## src/rtl/crc8_frame_pkg.sv

```systemverilog
`default_nettype none
// ============================================================================
// crc8_frame_pkg : shared types and defaults for the CRC-8 frame transmitter
// Revision 1.0
// ============================================================================
package crc8_frame_pkg;

  typedef enum logic [1:0] {
    PAYLOAD  = 2'd0,
    APPEND   = 2'd1,
    DRAIN    = 2'd2,
    GAP_WAIT = 2'd3
  } state_t;

  localparam logic [7:0] C_CRC_POLY    = 8'h1D;
  localparam logic [7:0] C_CRC_INIT    = 8'hFF;
  localparam logic [7:0] C_CRC_XOR_OUT = 8'h00;
  localparam int         FRAME_CNT_W   = 16;

endpackage
`default_nettype wire

```

## src/rtl/crc8_frame_tx_if.sv

```systemverilog
`default_nettype none
// ============================================================================
// crc8_frame_tx_if : payload in, framed bytes out, plus status of the framer
// Revision 1.0
// ============================================================================
interface crc8_frame_tx_if;

  logic                                 s_valid_i;
  logic [7:0]                           s_data_i;
  logic                                 s_last_i;
  logic                                 s_ready_o;
  logic                                 m_valid_o;
  logic [7:0]                           m_data_o;
  logic                                 m_last_o;
  logic                                 m_ready_i;
  logic                                 busy_o;
  logic                                 err_oversize_o;
  logic [crc8_frame_pkg::FRAME_CNT_W-1:0] frame_count_o;

  // Framer side
  modport slave (
    input  s_valid_i, s_data_i, s_last_i, m_ready_i,
    output s_ready_o, m_valid_o, m_data_o, m_last_o,
    output busy_o, err_oversize_o, frame_count_o
  );

  // Source / sink side
  modport master (
    output s_valid_i, s_data_i, s_last_i, m_ready_i,
    input  s_ready_o, m_valid_o, m_data_o, m_last_o,
    input  busy_o, err_oversize_o, frame_count_o
  );

endinterface
`default_nettype wire

```

## src/rtl/crc8_frame_tx_crc_calc.sv

```systemverilog
`default_nettype none
// ============================================================================
// crc_calc : parameterised serial-in-parallel CRC engine with registered result
// Revision 1.0
// ============================================================================
module crc_calc
  import crc8_frame_pkg::*;
#(
  parameter int                  DATA_WIDTH = 8,
  parameter int                  CRC_SIZE   = 8,
  parameter logic [CRC_SIZE-1:0] POLY       = CRC_SIZE'(C_CRC_POLY),
  parameter logic [CRC_SIZE-1:0] INIT       = CRC_SIZE'(C_CRC_INIT),
  parameter bit                  REF_IN     = 1'b1,
  parameter bit                  REF_OUT    = 1'b1,
  parameter logic [CRC_SIZE-1:0] XOR_OUT    = CRC_SIZE'(C_CRC_XOR_OUT)
) (
  input  logic                  clk_i,
  input  logic                  rst_i,
  input  logic                  soft_reset_i,
  input  logic                  valid_i,
  input  logic [DATA_WIDTH-1:0] data_i,
  output logic [CRC_SIZE-1:0]   crc_o
);

  logic [CRC_SIZE-1:0]   r_crc;
  logic [CRC_SIZE-1:0]   r_crc_out;
  logic [CRC_SIZE-1:0]   w_base;
  logic [CRC_SIZE-1:0]   w_next;
  logic [DATA_WIDTH-1:0] w_din;

  function automatic logic [DATA_WIDTH-1:0] refl_data(input logic [DATA_WIDTH-1:0] d);
    logic [DATA_WIDTH-1:0] r;
    for (int i = 0; i < DATA_WIDTH; i++) r[i] = d[DATA_WIDTH-1-i];
    return r;
  endfunction

  function automatic logic [CRC_SIZE-1:0] refl_crc(input logic [CRC_SIZE-1:0] c);
    logic [CRC_SIZE-1:0] r;
    for (int i = 0; i < CRC_SIZE; i++) r[i] = c[CRC_SIZE-1-i];
    return r;
  endfunction

  // Register is kept in the unreflected domain; reflection lives on the edges
  function automatic logic [CRC_SIZE-1:0] crc_step(input logic [CRC_SIZE-1:0]   c,
                                                   input logic [DATA_WIDTH-1:0] d);
    logic fb;
    for (int i = DATA_WIDTH - 1; i >= 0; i--) begin
      fb = c[CRC_SIZE-1] ^ d[i];
      c  = {c[CRC_SIZE-2:0], 1'b0} ^ (fb ? POLY : '0);
    end
    return c;
  endfunction

  function automatic logic [CRC_SIZE-1:0] finalize(input logic [CRC_SIZE-1:0] c);
    return (REF_OUT ? refl_crc(c) : c) ^ XOR_OUT;
  endfunction

  always_comb begin
    w_din  = REF_IN ? refl_data(data_i) : data_i;
    w_base = soft_reset_i ? INIT : r_crc;
    w_next = valid_i ? crc_step(w_base, w_din) : w_base;
  end

  always_ff @(posedge clk_i or posedge rst_i) begin
    if (rst_i) begin
      r_crc     <= INIT;
      r_crc_out <= finalize(INIT);
    end else begin
      r_crc     <= w_next;
      r_crc_out <= finalize(w_next);
    end
  end

  assign crc_o = r_crc_out;

endmodule
`default_nettype wire

```

## src/rtl/crc8_frame_tx.sv

```systemverilog
`default_nettype none
// ============================================================================
// crc8_frame_tx : frames a byte stream, appending a CRC-8 after each last byte
// Revision 1.0
// ============================================================================
module crc8_frame_tx
  import crc8_frame_pkg::*;
#(
  parameter logic [7:0] POLY    = C_CRC_POLY,
  parameter logic [7:0] INIT    = C_CRC_INIT,
  parameter bit         REF_IN  = 1'b1,
  parameter bit         REF_OUT = 1'b1,
  parameter logic [7:0] XOR_OUT = C_CRC_XOR_OUT,
  parameter int         MAX_LEN = 256,
  parameter int         GAP     = 2
) (
  input  logic             clk_i,
  input  logic             rst_ni,
  crc8_frame_tx_if.slave   bus
);

  localparam int CNT_W = $clog2(MAX_LEN + 1);
  localparam int GAP_W = (GAP < 2) ? 1 : $clog2(GAP + 1);
  localparam logic [CNT_W-1:0] C_MAX_LEN = CNT_W'(MAX_LEN);
  localparam logic [GAP_W-1:0] C_GAP     = GAP_W'(GAP);
  localparam logic [GAP_W-1:0] C_GAP_ONE = GAP_W'(1);

  state_t                 r_state;
  logic [CNT_W-1:0]       r_byte_cnt;
  logic [GAP_W-1:0]       r_gap_cnt;
  logic                   r_m_valid;
  logic [7:0]             r_m_data;
  logic                   r_m_last;
  logic                   r_err;
  logic [FRAME_CNT_W-1:0] r_frame_cnt;

  logic                   w_slot_free;
  logic                   w_s_ready;
  logic                   w_accept;
  logic                   w_soft_reset;
  logic [CNT_W-1:0]       w_cnt_next;
  logic                   w_hit_max;
  logic [7:0]             w_crc;
  logic                   w_crc_rst;

  assign w_slot_free  = !r_m_valid | bus.m_ready_i;
  assign w_s_ready    = rst_ni & (r_state == PAYLOAD) & w_slot_free;
  assign w_accept     = bus.s_valid_i & w_s_ready;
  assign w_soft_reset = (r_state == APPEND) & w_slot_free;
  assign w_cnt_next   = r_byte_cnt + 1'b1;
  assign w_hit_max    = (w_cnt_next == C_MAX_LEN);
  assign w_crc_rst    = ~rst_ni;

  crc_calc #(
    .DATA_WIDTH (8),
    .CRC_SIZE   (8),
    .POLY       (POLY),
    .INIT       (INIT),
    .REF_IN     (REF_IN),
    .REF_OUT    (REF_OUT),
    .XOR_OUT    (XOR_OUT)
  ) u_crc_calc (
    .clk_i        (clk_i),
    .rst_i        (w_crc_rst),
    .soft_reset_i (w_soft_reset),
    .valid_i      (w_accept),
    .data_i       (bus.s_data_i),
    .crc_o        (w_crc)
  );

  always_ff @(posedge clk_i or negedge rst_ni) begin
    if (!rst_ni) begin
      r_state     <= PAYLOAD;
      r_byte_cnt  <= '0;
      r_gap_cnt   <= '0;
      r_m_valid   <= 1'b0;
      r_m_data    <= '0;
      r_m_last    <= 1'b0;
      r_err       <= 1'b0;
      r_frame_cnt <= '0;
    end else begin
      r_err <= 1'b0;
      case (r_state)
        PAYLOAD: begin
          if (w_accept) begin
            r_m_valid  <= 1'b1;
            r_m_data   <= bus.s_data_i;
            r_m_last   <= 1'b0;
            r_byte_cnt <= w_cnt_next;
            if (bus.s_last_i || w_hit_max) r_state <= APPEND;
            // Leftover bytes of a truncated frame start a fresh frame
            r_err <= w_hit_max & !bus.s_last_i;
          end else if (bus.m_ready_i) begin
            r_m_valid <= 1'b0;
          end
        end
        APPEND: begin
          if (w_slot_free) begin
            r_m_valid  <= 1'b1;
            r_m_data   <= w_crc;
            r_m_last   <= 1'b1;
            r_byte_cnt <= '0;
            r_state    <= DRAIN;
          end
        end
        DRAIN: begin
          if (bus.m_ready_i) begin
            r_m_valid   <= 1'b0;
            r_m_last    <= 1'b0;
            r_frame_cnt <= r_frame_cnt + 1'b1;
            if (GAP == 0) begin
              r_state <= PAYLOAD;
            end else begin
              r_gap_cnt <= C_GAP;
              r_state   <= GAP_WAIT;
            end
          end
        end
        GAP_WAIT: begin
          r_gap_cnt <= r_gap_cnt - 1'b1;
          if (r_gap_cnt == C_GAP_ONE) r_state <= PAYLOAD;
        end
        default: r_state <= PAYLOAD;
      endcase
    end
  end

  assign bus.s_ready_o      = w_s_ready;
  assign bus.m_valid_o      = r_m_valid;
  assign bus.m_data_o       = r_m_data;
  assign bus.m_last_o       = r_m_last;
  assign bus.busy_o         = (r_state != PAYLOAD) | (r_byte_cnt != '0);
  assign bus.err_oversize_o = r_err;
  assign bus.frame_count_o  = r_frame_cnt;

endmodule
`default_nettype wire

```

## src/flat_wrapper.sv

```systemverilog
// flat-port wrapper written by rule: the top's interface ports become plain ports
module crc8_frame_tx_flat import crc8_frame_pkg::*;
#(
  parameter logic [7:0] POLY    = C_CRC_POLY,
  parameter logic [7:0] INIT    = C_CRC_INIT,
  parameter bit         REF_IN  = 1'b1,
  parameter bit         REF_OUT = 1'b1,
  parameter logic [7:0] XOR_OUT = C_CRC_XOR_OUT,
  parameter int         MAX_LEN = 256,
  parameter int         GAP     = 2
)
  (clk_i, rst_ni, bus_s_valid_i, bus_s_data_i, bus_s_last_i, bus_m_ready_i, bus_s_ready_o, bus_m_valid_o, bus_m_data_o, bus_m_last_o, bus_busy_o, bus_err_oversize_o, bus_frame_count_o);
  crc8_frame_tx_if bus_i ();
  input  logic clk_i;
  input  logic rst_ni;
  input wire logic [$bits(bus_i.s_valid_i)-1:0] bus_s_valid_i;
  input wire logic [$bits(bus_i.s_data_i)-1:0] bus_s_data_i;
  input wire logic [$bits(bus_i.s_last_i)-1:0] bus_s_last_i;
  input wire logic [$bits(bus_i.m_ready_i)-1:0] bus_m_ready_i;
  output wire logic [$bits(bus_i.s_ready_o)-1:0] bus_s_ready_o;
  output wire logic [$bits(bus_i.m_valid_o)-1:0] bus_m_valid_o;
  output wire logic [$bits(bus_i.m_data_o)-1:0] bus_m_data_o;
  output wire logic [$bits(bus_i.m_last_o)-1:0] bus_m_last_o;
  output wire logic [$bits(bus_i.busy_o)-1:0] bus_busy_o;
  output wire logic [$bits(bus_i.err_oversize_o)-1:0] bus_err_oversize_o;
  output wire logic [$bits(bus_i.frame_count_o)-1:0] bus_frame_count_o;
  assign bus_i.s_valid_i = bus_s_valid_i;
  assign bus_i.s_data_i = bus_s_data_i;
  assign bus_i.s_last_i = bus_s_last_i;
  assign bus_i.m_ready_i = bus_m_ready_i;
  assign bus_s_ready_o = bus_i.s_ready_o;
  assign bus_m_valid_o = bus_i.m_valid_o;
  assign bus_m_data_o = bus_i.m_data_o;
  assign bus_m_last_o = bus_i.m_last_o;
  assign bus_busy_o = bus_i.busy_o;
  assign bus_err_oversize_o = bus_i.err_oversize_o;
  assign bus_frame_count_o = bus_i.frame_count_o;
  crc8_frame_tx #(.POLY(POLY), .INIT(INIT), .REF_IN(REF_IN), .REF_OUT(REF_OUT), .XOR_OUT(XOR_OUT), .MAX_LEN(MAX_LEN), .GAP(GAP)) u_core (.clk_i(clk_i), .rst_ni(rst_ni), .bus(bus_i));
endmodule
```

## config.mk

```make
export PLATFORM = sky130hd
export DESIGN_NAME = crc8_frame_tx_flat
export DESIGN_NICKNAME = d
export VERILOG_FILES = /design/src/rtl/crc8_frame_pkg.sv /design/src/rtl/crc8_frame_tx_if.sv /design/src/rtl/crc8_frame_tx_crc_calc.sv /design/src/rtl/crc8_frame_tx.sv /design/src/flat_wrapper.sv
export SDC_FILE = /design/constraint.sdc
export NUM_CORES = 1
export LEC_CHECK = 0
export CORE_MARGIN = 8
export CORE_UTILIZATION = 50
export DETAILED_ROUTE_END_ITERATION = 10
export PLACE_DENSITY = 0.74
export SLEW_MARGIN = 20
export SYNTH_ARGS = -nofsm -noshare
export SYNTH_HDL_FRONTEND = slang
export SYNTH_HIERARCHICAL = 1
export SYNTH_SLANG_ARGS = --single-unit
```

## constraint.sdc

```tcl
create_clock -name clk_i -period 4.5 [get_ports clk_i]
set_input_delay 0.9 -clock clk_i [delete_from_list [all_inputs] [get_ports clk_i]]
set_output_delay 0.9 -clock clk_i [all_outputs]
set_load 0.01 [all_outputs]
```

After elaboration in Yosys (flattened, before gate mapping)
Index checks and enable logic that the tools add are counted.
Widths: inputs -> output; s select.
- input port bits: 13
- word-level logic and storage cells: 94
- output and inout bits: 29
- register bits after elaboration: 56
- eq/ne operators: 10
- multiplexer cells: 33
- bitwise operators: 23
- reduce and logical (&&, ||, !) cells: 15
- add/sub/neg operators: 3
- operators with widths (operator ; number):
    $xor 8x5->8 ; 8
    $mux 5 ; 8
    $mux 8 ; 4
    $mux 9 ; 2
    $pmux 9 s2 ; 1
    $add 16x1->16 const B ; 1
    $pmux 8 s2 ; 1
    $mux 2 ; 6
    $add 9x1->9 const B ; 1
    $eq 9x9->1 const B ; 1
    $reduce_bool 9->1 ; 1
    $pmux 2 s4 ; 1
    $xor 1x1->1 ; 8
    $mux 1 ; 7
    $ne 2x2->1 const B ; 3
    $pmux 1 s3 ; 2
    $reduce_and 2->1 ; 3
    $reduce_bool 2->1 ; 3
    $and 1x1->1 ; 5
    $reduce_and 5->1 ; 1
    $eq 2x1->1 const B ; 2
    $eq 2x2->1 const B ; 2
    $ne 2x1->1 const B ; 2
    $pmux 2 s2 ; 1
    other kinds (8) ; 10

Longest topological paths before layout
- depth in word-level cells: 29
- gate-level depth with buffers: 12
- mapped depth without buffers: 10

Cells and area by module
The synthesis kept the hierarchy.
- by module, submodules not included (module ; cells each ; instances ; seq. area each (um^2) ; area an instance (um^2)):
    crc8_frame_tx ; 219 ; 1 ; 1001.0 ; 2142.1
    crc_calc ; 75 ; 1 ; 210.2 ; 788.3

Worst setup path before layout
Ideal clock, no wire load.
- path type: input to register
- from: input bus_m_ready_i
- to: register u_core.u_crc_calc.r_crc_out[4] (netlist: u_core/u_crc_calc/crc_o[4])
- path buffers: 1
- library setup time: 73 ps
- slack: 2129 ps
- stages on the path: 8
- required time: 4427 ps
- data arrival time: 2298 ps
- cell sequence: nor2b_1 > nor2_1 > clkbuf_2 > nor2_1 > xnor2_2 > xnor2_1 > xnor3_1 > a21oi_1
- cells in the longest elaborated chain, start to end: 16
- elaborated cells between the ends (all ways): 28
- those cells by class: mux (9); bitwise (19)
- ends and longest elaborated chain (item ; line ; text):
    start, declared ; flat_wrapper.sv:19 ; input wire logic [$bits(bus_i.m_ready_i)-1:0] bus_m_ready_i;
    $or 1x1->1 (*) ; crc8_frame_tx.sv:46 ; assign w_slot_free = !r_m_valid | bus.m_ready_i;
    $and 1x1->1 (*) ; crc8_frame_tx.sv:49 ; assign w_soft_reset = (r_state == APPEND) & w_slot_free;
    net u_core.w_soft_reset ; crc8_frame_tx.sv:40 ; logic w_soft_reset;
    $mux 8 (*) ; crc8_frame_tx_crc_calc.sv:60 ; w_base = soft_reset_i ? INIT : r_crc;
    $xor 1x1->1 / $xor 8x5->8 (equally long branches) ; crc8_frame_tx_crc_calc.sv:48, crc8_frame_tx_crc_calc.sv:49 ;
    $mux 5, or another cell as far along ; crc8_frame_tx_crc_calc.sv:49 ; c = {c[CRC_SIZE-2:0], 1'b0} ^ (fb ? POLY : '0);
    $xor 8x5->8, or another cell as far along (2 in a row) ; crc8_frame_tx_crc_calc.sv:49 ;
    $xor 8x5->8 / $mux 5 (equally long branches) ; crc8_frame_tx_crc_calc.sv:49 ;
    $xor 8x5->8 ; crc8_frame_tx_crc_calc.sv:49 ;
    $xor 1x1->1 / $xor 8x5->8 (equally long branches) ; crc8_frame_tx_crc_calc.sv:48, crc8_frame_tx_crc_calc.sv:49 ;
    $mux 5 / $xor 8x5->8 (equally long branches) ; crc8_frame_tx_crc_calc.sv:49 ;
    $xor 8x5->8 / $xor 1x1->1 (equally long branches) ; crc8_frame_tx_crc_calc.sv:49, crc8_frame_tx_crc_calc.sv:48 ;
    $xor 8x5->8, or another cell as far along ; crc8_frame_tx_crc_calc.sv:49 ;
    $xor 8x5->8 / $mux 5 (equally long branches) ; crc8_frame_tx_crc_calc.sv:49 ;
    $xor 8x5->8 ; crc8_frame_tx_crc_calc.sv:49 ;
    $mux 8 (*) ; crc8_frame_tx_crc_calc.sv:61 ; w_next = valid_i ? crc_step(w_base, w_din) : w_base;
    net u_core.u_crc_calc.w_next[3] ; crc8_frame_tx_crc_calc.sv:28 ; logic [CRC_SIZE-1:0] w_next;
    end signal, assigned ; crc8_frame_tx_crc_calc.sv:67 ; r_crc_out <= finalize(INIT);
    end signal, assigned ; crc8_frame_tx_crc_calc.sv:70 ; r_crc_out <= finalize(w_next);
    end, declared ; crc8_frame_tx_crc_calc.sv:26 ; logic [CRC_SIZE-1:0] r_crc_out;
Mark *: on every way through the listed nets, which the timed path passes. The rest lies on a longest branch.
A chain may end at the register's enable or synchronous reset.

Final worst setup path
- from: input bus_m_ready_i
- to: output bus_s_ready_o
- cells in the longest elaborated chain, start to end: 2
- ends and longest elaborated chain (item ; line ; text):
    $or 1x1->1 ; crc8_frame_tx.sv:46 ;
    $and 1x1->1 ; crc8_frame_tx.sv:47 ; assign w_s_ready = rst_ni & (r_state == PAYLOAD) & w_slot_free;
    end, declared ; flat_wrapper.sv:20 ; output wire logic [$bits(bus_i.s_ready_o)-1:0] bus_s_ready_o;
No other way between the ends.

==> impl_metrics.py <==
metrics = {
    "cts": {
        "clock_sinks": 48,
        "clkSlewWorstSetupHoldPaths_ns": 0.09,
        "holdBufCountCts": 0,
        "cts_tree": "yes",
        "post-cts-setup-buffers": 0,
        "htree_levels": 2,
        "clk_path_buf_depth": 2,
        "cts.repair.resized": 0,
        "cts_root_buffer": "clkbuf_8",
        "cts_buffers": 5,
        "clk_latency_ns": 0.30,
    },
    "grt": {
        "grt_max_degree": 44,
        "grt_pass1_vias": 2075,
        "antenna_found_initial": 0,
        "grt.overflow.total": 0,
        "grt_pass1_wl_um": 10100,
        "grtUsageTotal_pct": 14.6,
    },
    "drt": {
        "drtPass1Iterations": 4,
        "drtIter0Drc": 94,
        "drc": 0,
        "routedWlPerCell_um": 14.7,
        "routed_wl_um": 6000,
        "drtAntennaViolNets": 0,
        "drt-vias-per-instance": 5.22,
        "vias": 2137,
    },
    "status": {
        "status": "complete, no violations",
    },
    "die": {
        "start_util_pct": 50.7,
        "dieArea_mm2": 0.00857,
        "rows": 28,
        "die_w_um": 92.6,
        "die_y_um": 92.6,
        "ios": 42,
        "core_mm2": 0.00578,
    },
    "yosys": {
        "synth_cell_type_count": 44,
        "async_reset_ff_share_pct": 100,
        "synth_seq_cells": 48,
        "synth_edf_count": 0,
        "synth_area_mm2": 0.00293,
        "yosysSeqAreaShare_pct": 41.3,
        "yosysWarningCount": 6,
        "syn_nets": 317,
        "synthFlopType": "dfrtp_1",
        "postSynthCellCount": 294,
        "avgSynthCellArea_um2": 9.97,
    },
    "worst_setup_path": {
        "critPathLaunchType": "input pin",
        "cp.arrival_ns": 2.32,
        "crit_path_end_kind": "output pin",
        "cp_slowest_cell": "clkdlybuf4s50_1",
        "worst-endpoint-required_ns": 3.60,
        "crit_type": "in -> out",
        "path_common_cell": "clkdlybuf4s50_1",
        "path_cells": "clkdlybuf4s50_1, nand2b_1, and3_1, clkdlybuf4s50_1",
        "ff2ff_setup_slack_ns": 2.10,
        "cp_max_fo": 5,
        "cp_slowest_stage_delay_ns": 0.54,
    },
    "sta": {
        "period_share_pct": 71.6,
        "period_minus_slack_ns": 3.22,
        "setup_ws_ns": 1.28,
        "rsz0062_at_grt": "false",
        "setup_viol": 0,
        "slew_violations": 0,
        "final-hold-violation-count": 0,
        "tightest_slew_ns": 0.848,
        "slew-limit-headroom_pct": 43.3,
        "fmax_mhz": 310,
        "finClkSkew_ns": 0.00591,
        "finalSetupTns_ns": 0,
    },
    "min_path": {
        "hold_path.class": "reg -> reg",
    },
    "layout": {
        "num_antenna_cells": 0,
        "final_cell_count_no_fill": 409,
        "syn_to_final_growth_pct": 18.4,
        "layout.nets": 357,
        "fillers": 507,
        "drive_gt1_share_pct": 8.98,
    },
    "place": {
        "numPortBuffers": 41,
        "place.gp.congestion": 0.824,
        "dp_cells": 402,
        "dp_slack_ns": 1.28,
        "dp_hpwl_um": 4510,
    },
    "power": {
        "p_per_area_mw_per_mm2": 627,
        "power_leakage_uw": 0.00150,
        "peakVddDrop_v": 0.000382,
        "p_total_uw": 2180,
    },
    "job": {
        "drv_cap": 0,
    },
}
-- per-layer routing --
layer  global-route usage [%]  part of all wire [%]  wire, um
met1                     18.9                    48      2860
met2                     23.7                    48      2890
met3                     3.24                   3.1       185
met4                     4.56                  0.98        59
met5                        0                     0         0
-- cell type report --
cell class | instances | area, um^2 | area share [%]
inverters | 11 | 41.3 | 1.19
clock buffers | 6 | 82.6 | 2.38
well taps | 75 | 93.8 | 2.70
multi-input cells | 224 | 1610 | 46.4
repair buffers | 44 | 428 | 12.3
flip-flops and latches | 48 | 1210 | 34.9
clock inverters | 1 | 3.75 | 0.108
-- stage by stage --
step | hold slack, ns | area (um^2) | util (%)
final | 0.472 | 3470 | 60.0
after global routing | 0.504 | 3470 | 60.0
after global placement | 0.457 | 3380 | 58.5
after CTS | 0.479 | 3470 | 60.0
after floorplan | 0.463 | 2930 | -
after detailed placement | 0.463 | 3380 | 58.5
-- layout by cell type (no fill, tap or decap), types with 4 or more instances in the layout --
cell and instances:
inv_1 11, nand2b_1 4, o21ai_0 22, clkbuf_8 6, a21oi_1 13, dfrtp_1 40
xnor3_1 4, and2_1 4, nor3_1 13, ha_1 10, mux2i_1 10, xor2_1 13
nand3_1 11, nor2_1 17, clkdlybuf4s50_1 40, nand4_1 7, dfstp_2 8, xnor2_1 32
and3_1 4, nand2_1 33
-- critical path, delay by kind of cell --
family	cells	cell delay, ns
and+or+nand+nor	2	0.36
buffers and inverters	2	1.06
-- sequential cells by signal, summed over array words and instances, names as in the netlist --
name                       flops
u_core/bus.m_valid_o           1
u_core/bus.m_data_o            8
u_core/r_byte_cnt              9
u_core/bus.err_oversize_o      1
u_core/u_crc_calc/crc_o        7
u_core/bus.m_last_o            1
u_core/u_crc_calc/r_crc        1
u_core/r_state                 2
u_core/bus.frame_count_o      16
u_core/r_gap_cnt               2
-- cell usage after synthesis (4+ instances only) --
master    instances  share of area [%]
nor3_1           13                2.2
clkbuf_1          5               0.64
and3_1            4               0.85
xor2_1           13                3.9
xnor3_1           4                3.1
nand2_1          33                4.2
nand2b_1          4               0.85
xnor2_1          32                9.6
inv_1            11                1.4
nand3_1          11                1.9
dfstp_2           8                7.2
ha_1             10                4.3
nor2_1           17                2.2
a21oi_1          13                2.2
mux2i_1          10                3.4
dfrtp_1          40                 34
nand4_1           7                1.5
o21ai_0          22                3.8
and2_1            4               0.85
-- path summary, 6_finish.rpt --
check / startpoint / endpoint / cells after the start
max: bus_m_ready_i / bus_s_ready_o / 4
min: u_core/bus.frame_count_o[15] / u_core/bus.frame_count_o[15] / 1
max reg2reg: u_core/r_byte_cnt[1] / u_core/r_state[1] / 7
min reg2reg: u_core/bus.frame_count_o[15] / u_core/bus.frame_count_o[15] / 1
max in group asynchronous: rst_ni / u_core/u_crc_calc/crc_o[0] / 4
min in group asynchronous: rst_ni / u_core/bus.m_valid_o / 2
-- cells by family after synthesis --
| family | synth area share, % |
|---|---|
| simple gates | 17.8 |
| xor+xnor | 19.6 |
| flops | 41.3 |
| compound gates | 8.67 |
| buf+inv | 3.71 |
| mux | 4.70 |
| fa+ha+maj | 4.27 |
-- power by group --
group / internal (uW) / switching (uW) / leakage, uW
registers: 589 / 155 / 0.000582
clock network: 120 / 135 / 0.0000447
logic: 612 / 564 / 0.000874
total: 1320 / 854 / 0.00150
Note: power is estimated with default switching activity, not from simulation.
